**src/rtl/dmem_pkg.sv**
```systemverilog
`default_nettype none
// ============================================================================
// Module   : dmem_pkg
// Purpose  : Shared memory-op encodings, request/response types and legality
//            helper for the data-memory arbiter and its access checker.
// Revision : 1.0
// ============================================================================
package dmem_pkg;

    localparam int unsigned PKG_ADDR_W = 32;
    localparam int unsigned PKG_DATA_W = 32;

    typedef enum logic [2:0] {
        MEM_B  = 3'd0,
        MEM_H  = 3'd1,
        MEM_W  = 3'd2,
        MEM_BU = 3'd4,
        MEM_HU = 3'd5
    } memop_e;

    typedef struct packed {
        logic [PKG_ADDR_W-1:0] addr;
        logic [PKG_DATA_W-1:0] wdata;
        logic [2:0]            memop;
        logic                  we;
    } mem_req_t;

    typedef struct packed {
        logic [PKG_DATA_W-1:0] rdata;
        logic                  err;
    } mem_rsp_t;

    // Encoding and alignment only; the address range depends on the memory size.
    function automatic logic memop_legal(input logic [2:0] memop, input logic we,
                                         input logic [1:0] addr_lo);
        logic ok;
        case (memop)
            MEM_B:   ok = 1'b1;
            MEM_BU:  ok = !we;
            MEM_H:   ok = !addr_lo[0];
            MEM_HU:  ok = !we && !addr_lo[0];
            MEM_W:   ok = (addr_lo == 2'b00);
            default: ok = 1'b0;
        endcase
        return ok;
    endfunction

endpackage
`default_nettype wire

```
**src/rtl/dmem_access_check.sv**
```systemverilog
`default_nettype none
// ============================================================================
// Module   : dmem_access_check
// Purpose  : Combinational legality check of one memory request.
// Revision : 1.0
// ============================================================================
module dmem_access_check import dmem_pkg::*; #(
    parameter int ADDR_W      = 32,
    parameter int DEPTH_WORDS = 32768
) (
    input  logic [2:0]        memop_i,
    input  logic              we_i,
    input  logic [ADDR_W-1:0] addr_i,
    output logic              err_o
);

    localparam logic [63:0] LIMIT = 64'(DEPTH_WORDS) * 64'd4;

    assign err_o = !memop_legal(memop_i, we_i, addr_i[1:0]) || (64'(addr_i) >= LIMIT);

endmodule
`default_nettype wire

```
**src/rtl/dmem_arbiter.sv**
```systemverilog
`default_nettype none
// ============================================================================
// Module   : dmem_arbiter
// Purpose  : Two-port fixed-priority arbiter with starvation guard in front of
//            the single-ported data memory; one-cycle response path.
// Revision : 1.0
// ============================================================================
module dmem_arbiter import dmem_pkg::*; #(
    parameter int ADDR_W      = 32,
    parameter int DATA_W      = 32,
    parameter int DEPTH_WORDS = 32768,
    parameter int MAX_WAIT    = 8
) (
    input  logic              clk,
    input  logic              rst_n,
    input  logic              p0_valid,
    output logic              p0_ready,
    input  logic [ADDR_W-1:0] p0_addr,
    input  logic [DATA_W-1:0] p0_wdata,
    input  logic [2:0]        p0_memop,
    input  logic              p0_we,
    output logic              p0_rsp_valid,
    output logic [DATA_W-1:0] p0_rdata,
    output logic              p0_rsp_err,
    input  logic              p1_valid,
    output logic              p1_ready,
    input  logic [ADDR_W-1:0] p1_addr,
    input  logic [DATA_W-1:0] p1_wdata,
    input  logic [2:0]        p1_memop,
    input  logic              p1_we,
    output logic              p1_rsp_valid,
    output logic [DATA_W-1:0] p1_rdata,
    output logic              p1_rsp_err,
    output logic [ADDR_W-1:0] mem_addr,
    output logic [DATA_W-1:0] mem_din,
    output logic [2:0]        mem_memop,
    output logic              mem_we,
    input  logic [DATA_W-1:0] mem_dout
);

    localparam logic [7:0] MAX_WAIT_C = 8'(MAX_WAIT);

    mem_req_t          req0, req1, win;
    logic [7:0]        wait_q, wait_d;
    logic              gnt0, gnt1, any_gnt, chk_err, req_err, issue, rd_ok;
    logic [ADDR_W-1:0] last_addr_q;
    logic [DATA_W-1:0] last_din_q;
    logic [2:0]        last_op_q;
    logic              rsp_vld_q, rsp_port_q, rsp_is_read_q, rsp_err_q;

    assign req0 = '{addr: p0_addr, wdata: p0_wdata, memop: p0_memop, we: p0_we};
    assign req1 = '{addr: p1_addr, wdata: p1_wdata, memop: p1_memop, we: p1_we};

    // Grants are masked while in reset so no request is accepted or forwarded.
    assign gnt1    = rst_n && p1_valid && ((wait_q == MAX_WAIT_C) || !p0_valid);
    assign gnt0    = rst_n && p0_valid && !gnt1;
    assign any_gnt = gnt0 || gnt1;
    assign win     = gnt1 ? req1 : req0;

    assign p0_ready = gnt0;
    assign p1_ready = gnt1;

    dmem_access_check #(
        .ADDR_W      (ADDR_W),
        .DEPTH_WORDS (DEPTH_WORDS)
    ) u_check (
        .memop_i (win.memop),
        .we_i    (win.we),
        .addr_i  (win.addr),
        .err_o   (chk_err)
    );

    assign req_err = any_gnt && chk_err;
    assign issue   = any_gnt && !chk_err;

    // Idle and rejected cycles replay the last issued command to avoid toggling.
    assign mem_we    = issue && win.we;
    assign mem_addr  = issue ? win.addr  : last_addr_q;
    assign mem_din   = issue ? win.wdata : last_din_q;
    assign mem_memop = issue ? win.memop : last_op_q;

    always_comb begin
        wait_d = wait_q;
        if (!p1_valid || gnt1) begin
            wait_d = 8'd0;
        end else if (wait_q < MAX_WAIT_C) begin
            wait_d = wait_q + 8'd1;
        end
    end

    always_ff @(posedge clk or negedge rst_n) begin
        if (!rst_n) begin
            wait_q        <= 8'd0;
            rsp_vld_q     <= 1'b0;
            rsp_port_q    <= 1'b0;
            rsp_is_read_q <= 1'b0;
            rsp_err_q     <= 1'b0;
            last_addr_q   <= '0;
            last_din_q    <= '0;
            last_op_q     <= 3'd0;
        end else begin
            wait_q        <= wait_d;
            rsp_vld_q     <= any_gnt;
            rsp_port_q    <= gnt1;
            rsp_is_read_q <= !win.we;
            rsp_err_q     <= req_err;
            if (issue) begin
                last_addr_q <= win.addr;
                last_din_q  <= win.wdata;
                last_op_q   <= win.memop;
            end
        end
    end

    assign rd_ok        = rsp_is_read_q && !rsp_err_q;
    assign p0_rsp_valid = rsp_vld_q && !rsp_port_q;
    assign p1_rsp_valid = rsp_vld_q && rsp_port_q;
    assign p0_rdata     = (p0_rsp_valid && rd_ok) ? mem_dout : '0;
    assign p1_rdata     = (p1_rsp_valid && rd_ok) ? mem_dout : '0;
    assign p0_rsp_err   = p0_rsp_valid && rsp_err_q;
    assign p1_rsp_err   = p1_rsp_valid && rsp_err_q;

endmodule
`default_nettype wire

```
**config.mk**
```make
export PLATFORM = sky130hd
export DESIGN_NAME = dmem_arbiter
export DESIGN_NICKNAME = d
export VERILOG_FILES = /design/src/rtl/dmem_pkg.sv /design/src/rtl/dmem_access_check.sv /design/src/rtl/dmem_arbiter.sv
export SDC_FILE = /design/constraint.sdc
export NUM_CORES = 1
export LEC_CHECK = 0
export ABC_CLOCK_PERIOD_IN_PS = 4430
export CAP_MARGIN = 25
export CORE_AREA = 2 2 119 121
export DETAILED_ROUTE_END_ITERATION = 8
export DIE_AREA = 0 0 121 123
export PLACE_DENSITY_LB_ADDON = 0.25
export SLEW_MARGIN = 25
export SYNTH_ARGS = -nofsm -noshare
export SYNTH_HDL_FRONTEND = slang
export SYNTH_HIERARCHICAL = 1
export SYNTH_SLANG_ARGS = --single-unit
```
**constraint.sdc**
```tcl
create_clock -name clk -period 4.43 [get_ports clk]
set_clock_uncertainty 0.15 [all_clocks]
set_input_delay 0.6645 -clock clk [delete_from_list [all_inputs] [get_ports clk]]
set_output_delay 0.6645 -clock clk [all_outputs]
set_load 0.01 [all_outputs]
```
==> results.toml <==
[run_status]
status = "finished, violations left"
violations = "negative setup slack"

[power]
p_int_mw = 1.40
p_clk_share_pct = 39.8
comb_power_share_pct = 21.3
p_seq_share_pct = 39.0
p_total_mw = 1.87
p_sw_mw = 0.466
ir_drop_mv = 0.143
leakagePower_nw = 4.31
p_sw_share_pct = 24.9
power_density_nw_per_um2 = 200

[finish]
final_util_pct = 68.8
final_cell_mix = "clkdlybuf4s50_1, buf_4, dfrtp_1"
drive_above_1_share_pct = 32.7
fill_cells = 1108
fin_nets = 1134
final_area_sq_um = 9360
area_growth_pct = 111
final_common_cell = "clkdlybuf4s50_1"
multi_input_area_sq_um = 2640
final_cells = 1149
seqCellArea_sq_um = 1980

[floorplan]
core_area_sq_um = 13600
die_x_um = 121
start_util_pct = 32.7
ios = 310
fp.dieArea_sq_um = 14900
rows = 43
chipHeight_um = 123

[place]
numPortBuffers = 309
dp_cells = 1048
dpl_cell_area_sq_um = 8190
post-place-ws_ns = -0.716
place_hpwl_um = 15600
place.gp.congestion = 0.901

[routing]
drc = 0
via_per_inst = 5.20
first_pass_iters = 5
drt-total-wl_um = 22200
antenna_left = 0
dr_total_vias = 5980
wl_per_cell_um = 19.3
drtIter0Drc = 308

[clock_tree]
cts-buffers-inserted = 9
clockBufferDepth = 2
cts_max_level = 3
path_clk_slew_ns = 0.06
clockRootBuffer = "clkbuf_16"
clock_sinks = 79
clock_latency_ns = 0.33
cts_tree = "built"

[sta]
rsz0062_at_grt = "true"
tns_ns = -0.272
layout_min_cycle_time_ns = 4.48
hold_viol = 0
post-route-period-util_pct = 101
layout_setup_ws_ns = -0.0525
drv_slew = 0
tightest_slew_ns = 0.818
whs_ns = 0.122
setup_viol = 12
slew_headroom_pct = 45.5
clock.fmax_ghz = 0.223

[worst_setup_path]
slowest_delay_ns = 0.55
start_kind = "flop"
cp_cell_sequence = "inv_2, ha_2, and4b_2, a21oi_4, o21ai_2, nand2_1, or4_4, nor4_4, o2111ai_4, nor2b_4, buf_12, buf_12, buf_12, clkbuf_16, nor2_4, a31oi_1, buf_2"
slowest_stage = "or4_4"
crit_path_end_kind = "primary output"
crit_path_max_fanout = 8
cp.arrival_ns = 3.67
cp_num_buf_inv = 6
reg2reg_to = "last_addr_q[26]"
rr_worst_depth = 23
crit_start = "wait_q[1]"
cp_common_cell = "buf_12"
critical_path_required_ns = 3.62
r2r_setup_slack_ns = 0.32
r2r_start = "wait_q[1]"
worst_path_dominant_cell_family = "simple AND/OR/NAND/NOR gates"
timing_worst_setup_path_type = "reg -> out"

[logic_synthesis]
syn-num-nets = 710
synthCells = 536
yosysWarnings = 6
synthesis.area_sq_um = 4450
syn_avg_cell_area_sq_um = 8.29

[global_routing]
grt_usage_pct = 28.1
grt_first_pass_wirelength_um = 31900
antenna_found_initial = 5
grt_pass1_vias = 6052
grt_remaining_overflow = 0
grt_max_degree = 44

[min_path]
holdCritPathClass = "in -> async"

[flow_run]
cap_violations = 0
## state kept, by name (all words and copies together), names as in the netlist
name	flops
last_addr_q	32
last_din_q	32
wait_q	8
last_op_q	3
rsp_err_q	1
rsp_is_read_q	1
rsp_port_q	1
rsp_vld_q	1
## final cells by class
| class | count | area share, % |
|---|---|---|
| clock buffer | 13 | 2.67 |
| inverter | 3 | 0.120 |
| clock inverter | 3 | 0.454 |
| multi-input combinational | 404 | 28.2 |
| tap | 180 | 2.41 |
| antenna | 4 | 0.107 |
| timing repair buffer | 463 | 44.9 |
| sequential | 79 | 21.1 |
## how the worst max path moves through the flow
stage,cells past startpoint,end
after floorplan,14,mem_addr[18]
after global placement,15,mem_addr[31]
after detailed placement,15,mem_addr[31]
after CTS,17,mem_addr[3]
after global routing,16,mem_addr[26]
final,17,mem_addr[9]
## layer usage
| layer | wire length [um] | share of wire (%) | track usage (%) | vias up |
|---|---|---|---|---|
| li1 | - | - | - | 2744 |
| met1 | 7330 | 33 | 27.2 | 2865 |
| met2 | 12000 | 54 | 53.0 | 297 |
| met3 | 1740 | 7.8 | 7.06 | 72 |
| met4 | 1130 | 5.1 | 18.1 | 2 |
| met5 | 13 | 0.059 | 0 | - |
## power by group through the flow
stage | Sequential (mW) | Combinational, mW | Clock (mW)
after floorplan | 0.742 | 0.100 | 0
after global placement | 0.742 | 0.357 | 0
after detailed placement | 0.742 | 0.362 | 0
after CTS | 0.729 | 0.385 | 0.755
after global routing | 0.729 | 0.423 | 0.783
final | 0.729 | 0.398 | 0.744
## repair_timing
action	4_1_cts	5_1_grt
hold buffers	0	0
cloned	4	1
hold endpoints to repair	0	0
buffers inserted	51	27
gates resized for setup	248	104
pin swaps	3	2
endpoints found under the setup margin	68	68
Note: power is estimated with default switching activity, not from simulation.
